### src/rtl/gups_rr_arb.sv
// N-to-1 memory port arbiter with one outstanding transaction (IDLE -> BUSY -> RESP).
// Round-robin with bounded bursts (mode=0) or lowest-index-wins priority (mode=1).
module gups_rr_arb #(
  parameter int N     = 4,
  parameter int AW    = 64,
  parameter int DW    = 64,
  parameter int BURST = 1
) (
  input  logic            clk,
  input  logic            reset,
  input  logic            mode,
  input  logic [N*AW-1:0] addr_a,
  input  logic [N*DW-1:0] dout_a,
  output logic [N*DW-1:0] din_a,
  input  logic [N-1:0]    req_a,
  input  logic [N-1:0]    wr_a,
  output logic [N-1:0]    rdy_a,
  output logic [AW-1:0]   addr,
  output logic [DW-1:0]   dout,
  input  logic [DW-1:0]   din,
  output logic            req,
  output logic            wr,
  input  logic            rdy,
  output logic [N-1:0]    gnt
);

  localparam int IW = $clog2(N);
  localparam logic [3:0]    BURST_C  = 4'(BURST);
  localparam logic [IW-1:0] LAST_RST = IW'(N - 1);

  typedef enum logic [1:0] {
    IDLE = 2'd0,
    BUSY = 2'd1,
    RESP = 2'd2
  } state_e;

  state_e        state_q, state_d;
  logic [IW-1:0] lastWin_q, lastWin_d;
  logic [3:0]    burstCnt_q, burstCnt_d;
  logic [N-1:0]  gnt_q, gnt_d;
  logic [N-1:0]  rdyA_q, rdyA_d;
  logic [AW-1:0] addr_q, addr_d;
  logic [DW-1:0] dout_q, dout_d;
  logic          req_q, req_d;
  logic          wr_q, wr_d;
  logic [DW-1:0] dinArr_q [N];
  logic [DW-1:0] dinArr_d [N];

  logic [AW-1:0] addrArr [N];
  logic [DW-1:0] doutArr [N];
  logic [IW-1:0] winIdx;
  logic [IW-1:0] cand;
  logic [3:0]    winCnt;
  logic [N-1:0]  others;

  for (genvar gi = 0; gi < N; gi++) begin : g_slice
    assign addrArr[gi]             = addr_a[gi*AW +: AW];
    assign doutArr[gi]             = dout_a[gi*DW +: DW];
    assign din_a[gi*DW +: DW]      = dinArr_q[gi];
  end

  // Winner selection; a zero burst count means no valid last winner, so the scan starts after N-1.
  always_comb begin
    winIdx = lastWin_q;
    winCnt = 4'd1;
    cand   = '0;
    others = req_a;
    others[lastWin_q] = 1'b0;
    if (mode) begin
      for (int i = N - 1; i >= 0; i--) begin
        if (req_a[IW'(i)]) winIdx = IW'(i);
      end
    end else if (req_a[lastWin_q] && (burstCnt_q != 4'd0) &&
                 ((burstCnt_q < BURST_C) || (others == '0))) begin
      winIdx = lastWin_q;
      winCnt = (burstCnt_q < BURST_C) ? burstCnt_q + 4'd1 : BURST_C;
    end else begin
      for (int k = N; k >= 1; k--) begin
        cand = IW'((int'(lastWin_q) + k) % N);
        if (req_a[cand]) winIdx = cand;
      end
    end
  end

  always_comb begin
    state_d    = state_q;
    lastWin_d  = lastWin_q;
    burstCnt_d = burstCnt_q;
    gnt_d      = gnt_q;
    rdyA_d     = '0;
    addr_d     = addr_q;
    dout_d     = dout_q;
    req_d      = req_q;
    wr_d       = wr_q;
    dinArr_d   = dinArr_q;
    unique case (state_q)
      IDLE: begin
        if (|req_a) begin
          state_d        = BUSY;
          lastWin_d      = winIdx;
          burstCnt_d     = winCnt;
          gnt_d          = '0;
          gnt_d[winIdx]  = 1'b1;
          addr_d         = addrArr[winIdx];
          dout_d         = doutArr[winIdx];
          wr_d           = wr_a[winIdx];
          req_d          = 1'b1;
        end
      end
      BUSY: begin
        if (rdy) begin
          state_d           = RESP;
          req_d             = 1'b0;
          rdyA_d[lastWin_q] = 1'b1;
          if (!wr_q) dinArr_d[lastWin_q] = din;
        end
      end
      RESP: begin
        state_d = IDLE;
        gnt_d   = '0;
      end
      default: state_d = IDLE;
    endcase
  end

  always_ff @(posedge clk) begin
    if (!reset) begin
      state_q    <= IDLE;
      lastWin_q  <= LAST_RST;
      burstCnt_q <= '0;
      gnt_q      <= '0;
      rdyA_q     <= '0;
      addr_q     <= '0;
      dout_q     <= '0;
      req_q      <= 1'b0;
      wr_q       <= 1'b0;
      for (int i = 0; i < N; i++) dinArr_q[i] <= '0;
    end else begin
      state_q    <= state_d;
      lastWin_q  <= lastWin_d;
      burstCnt_q <= burstCnt_d;
      gnt_q      <= gnt_d;
      rdyA_q     <= rdyA_d;
      addr_q     <= addr_d;
      dout_q     <= dout_d;
      req_q      <= req_d;
      wr_q       <= wr_d;
      dinArr_q   <= dinArr_d;
    end
  end

  assign rdy_a = rdyA_q;
  assign gnt   = gnt_q;
  assign addr  = addr_q;
  assign dout  = dout_q;
  assign req   = req_q;
  assign wr    = wr_q;

endmodule

### config.mk
export PLATFORM = sky130hd
export DESIGN_NAME = gups_rr_arb
export DESIGN_NICKNAME = d
export VERILOG_FILES = /design/src/rtl/gups_rr_arb.sv
export SDC_FILE = /design/constraint.sdc
export NUM_CORES = 1
export LEC_CHECK = 0
export CORE_AREA = 2 2 383 385
export CTS_BUF_LIST = sky130_fd_sc_hd__clkbuf_8 sky130_fd_sc_hd__clkbuf_16
export DETAILED_ROUTE_END_ITERATION = 8
export DIE_AREA = 0 0 385 387
export PLACE_DENSITY = 0.37
export SYNTH_ARGS = -nofsm -noshare
export SYNTH_HDL_FRONTEND = slang
export SYNTH_SLANG_ARGS = --single-unit
### constraint.sdc
create_clock -name clk -period 3.6 [get_ports clk]
set_input_delay 0.36 -clock clk [delete_from_list [all_inputs] [get_ports clk]]
set_output_delay 0.36 -clock clk [all_outputs]
set_load 0.1 [all_outputs]
==> flow_metrics.py <==
metrics = {
    "cts": {
        "cts_tree": "yes",
        "clock-root-buffer": "sky130_fd_sc_hd__clkbuf_16",
        "cts.sink_count": 402,
        "cts.hold.buffers_added": 0,
        "postCtsSetupRepairBufs": 0,
        "tritoncts.num_buffers": 55,
        "cts-resized-gates": 0,
        "path_clk_slew_ns": 0.06,
        "clock_insertion_delay_worst_skew_ns": 0.65,
        "cts.htree.levels": 2,
        "clock_tree.buffer_depth": 3,
    },
    "final_layout": {
        "share_of_layout_cells_above_drive_strength_1_pct": 6.13,
        "final_core_utilization_pct": 21.4,
        "stdcell_count": 4862,
        "synthToLayoutAreaGrowth_pct": 84.4,
        "design.final.nets": 3484,
    },
    "synth": {
        "synth.net_count": 2541,
        "synth_seq_area_share_pct": 47.9,
        "synthDominantAreaCellType": "sky130_fd_sc_hd__dfxtp_1",
        "postSynthCellCount": 1948,
        "async_flop_share_pct": 0,
        "warning_count_from_the_yosys_run": 0,
        "ys.flop_type": "sky130_fd_sc_hd__dfxtp_1",
        "syn_area_um2": 16800,
        "synth-edff-count": 0,
        "post_synth.cell_area_avg_um2": 8.62,
        "synth_top_area_share_pct": 47.9,
        "ys_seq_elements": 402,
        "yosysUniqueCellTypes": 38,
        "cell_types_with_the_largest_area_share_after_synthesis": "sky130_fd_sc_hd__dfxtp_1, sky130_fd_sc_hd__mux2i_1, sky130_fd_sc_hd__nand2_1, sky130_fd_sc_hd__a21oi_1, sky130_fd_sc_hd__o221ai_1",
    },
    "critical_path": {
        "timing.setup.critical_path_class": "register to register",
        "timing.reg2reg.setup_slack_ns": 0.28,
        "endpoint_kind": "register",
        "timing.critical_path.slowest_stage_cell": "sky130_fd_sc_hd__dfxtp_1",
        "cp-start-kind": "register",
        "critPathMaxFanout": 36,
        "path_cells": "ha_1 > inv_1 > a2111oi_4 > a211oi_1 > o2111a_1 > or3_4 > buf_12 > buf_4 > mux2i_1 > o221ai_1",
        "arrival_ns": 3.83,
        "critPathRequiredTime_ns": 4.10,
        "slowest_delay_ns": 0.53,
    },
    "placed_design": {
        "placed_cells_incl_taps": 4751,
        "numPortBuffers": 981,
        "place_hpwl_um": 80700,
        "gp_congestion": 0.828,
    },
    "timing": {
        "finalWorstPathRequiredPeriod_ns": 3.32,
        "setup_viol_count_final": 0,
        "slew_violations": 0,
        "clock-skew-final_ns": 0.0309,
        "rsz0062_at_grt": "false",
        "worst_pin_slew_ns": 1.18,
        "max_freq_mhz": 301,
        "final-hold-violation-count": 0,
        "timing.final.crit_share_pct": 92.3,
        "hold-worst-slack_ns": 0.346,
        "relSlewSlack_pct": 21.2,
        "setup_tns_ns": 0,
    },
    "floorplan": {
        "initial_core_util_pct": 11.6,
        "boundary_pin_count": 982,
        "dieHeight_um": 387,
        "dieWidth_um": 385,
        "placement_rows": 140,
        "floorplan.die_area_um2": 149000,
        "core_footprint_um2": 145000,
    },
    "drt": {
        "drtPass1Iterations": 4,
        "route.detailed.vias_per_inst": 3.67,
        "drc_errors": 0,
        "drt.antenna.violating_nets": 0,
        "wl_um": 105000,
        "vias": 17839,
        "initialDrtViolationCount": 786,
        "post_drt_wl_per_cell_um": 21.5,
    },
    "power": {
        "power.combinational.fraction_pct": 35.2,
        "vdd.ir_drop.worst_mv": 0.333,
        "power_switching_uw": 6700,
        "power.leakage_uw": 0.0110,
        "power_frac_clock_pct": 35.1,
        "power-per-cell-area_nw_per_um2": 550,
        "pwr-share-seq_pct": 29.7,
        "switching_share_pct": 39.4,
        "p_int_uw": 10300,
    },
    "min_path": {
        "timing.hold.worst.class": "input port to register",
    },
    "global_route": {
        "number_of_antenna_violations_at_the_first_check_in_global_routing": 27,
        "grt_start_max_net_pins": 148,
        "first_global_vias": 18116,
        "grt_usage_pct": 13.3,
        "global_route_wire_length_before_repair_um": 143000,
        "grt_ovf": 0,
    },
    "job": {
        "cap_violations": 0,
    },
    "run_status": {
        "outcome": "complete, no violations",
    },
}
==> cell families (layout without fill, tap and decap cells) <==
logic type	Yosys count	count (layout)	share of synthesized area, %
other cells	0	10	0
simple gates	705	705	16.3
flops	402	402	47.9
buf+inv	164	1151	4.35
fa+ha+maj	5	5	0.372
compound gates	411	411	15.5
mux	261	261	15.6
==> metrics by stage <==
| stage | total power (uW) | setup WS [ns] | area (um^2) |
|---|---|---|---|
| after detailed placement | 11200 | 0.0976 | 29000 |
| after CTS | 17400 | 0.200 | 30900 |
| after floorplan | 9070 | 0.716 | 16800 |
| final | 17000 | 0.276 | 31000 |
| after global placement | 11200 | 0.0969 | 29000 |
| after global routing | 17700 | 0.0173 | 31000 |
==> final timing paths <==
path,startpoint,depth (start not counted),end
hold / removal,rdy,2,state_q[0]
hold reg to reg,din_a[118],2,din_a[118]
setup / recovery,lastWin_q[1],10,dout[25]
setup reg to reg,lastWin_q[1],10,dout[25]
==> registers in the layout (all words and copies together), names as in the netlist, 2 cells and up <==
signal	cells
din_a	256
addr	64
dout	64
burstCnt_q	4
gnt	4
rdy_a	4
lastWin_q	2
state_q	2
==> Yosys cell counts (all sizes together), types with 2 or more instances <==
library cell	number
clkbuf	119
nor4	2
o31ai	2
a211oi	3
nand2	655
nor2	17
o21ai	2
nor2b	6
nand4b	2
o221ai	129
mux2i	261
o21bai	2
and2	8
or3	2
inv	7
a2111oi	2
o21a	2
a22oi	2
and3	2
buf	38
nand2b	2
dfxtp	402
nor3	5
a21oi	262
ha	5
==> placed cells by master (no fill, tap or decap), types with 3 or more instances in the layout <==
master	count
sky130_fd_sc_hd__and2_1	5
sky130_fd_sc_hd__mux2i_1	261
sky130_fd_sc_hd__diode_2	10
sky130_fd_sc_hd__a21oi_1	262
sky130_fd_sc_hd__clkbuf_16	55
sky130_fd_sc_hd__bufinv_16	8
sky130_fd_sc_hd__nand2_1	649
sky130_fd_sc_hd__clkdlybuf4s50_1	968
sky130_fd_sc_hd__nor3_1	4
sky130_fd_sc_hd__nor2_1	16
sky130_fd_sc_hd__and2_4	3
sky130_fd_sc_hd__a211oi_1	3
sky130_fd_sc_hd__clkbuf_8	12
sky130_fd_sc_hd__o221ai_1	129
sky130_fd_sc_hd__ha_1	5
sky130_fd_sc_hd__inv_1	16
sky130_fd_sc_hd__clkinv_2	8
sky130_fd_sc_hd__buf_12	14
sky130_fd_sc_hd__nor2b_1	6
sky130_fd_sc_hd__buf_4	61
sky130_fd_sc_hd__inv_6	4
sky130_fd_sc_hd__nand2_4	5
sky130_fd_sc_hd__dfxtp_1	402
==> critical path: cells and delay by family (launching register included) <==
family | cells | cell delay [ns]
AOI/OAI and AO/OA | 4 | 1.02
buffers and inverters | 3 | 0.60
DFF | 1 | 0.53
and+or+nand+nor | 1 | 0.48
adders and majority gates | 1 | 0.29
muxes | 1 | 0.18
==> power groups by stage <==
stage          clock network (uW)  registers (uW)  logic (uW)
2_1_floorplan                   0            7630        1450
4_1_cts                      6250            5050        6070
5_1_grt                      6400            5090        6250
6_report                     5980            5050        6000
3_5_place_dp                    0            5130        6060
3_3_place_gp                    0            5140        6070
==> metal layers <==
layer,routed length (um),vias to the layer above,global-route usage (%)
li1,-,8668,-
met1,40900,8438,14.9
met2,52800,606,23.5
met3,8180,121,4.43
met4,2640,6,4.47
met5,24,-,0
==> area by class of cell <==
class | instances | area (um^2)
antenna | 10 | 25.0
clock buffer | 67 | 1540
clock inverter | 34 | 409
fill | 16001 | 114000
inverter | 7 | 33.8
multi-input combinational | 1382 | 8080
sequential | 402 | 8050
tap | 1917 | 2400
timing repair buffer | 1043 | 10400
No activity file was read; power rests on OpenSTA's default activity.
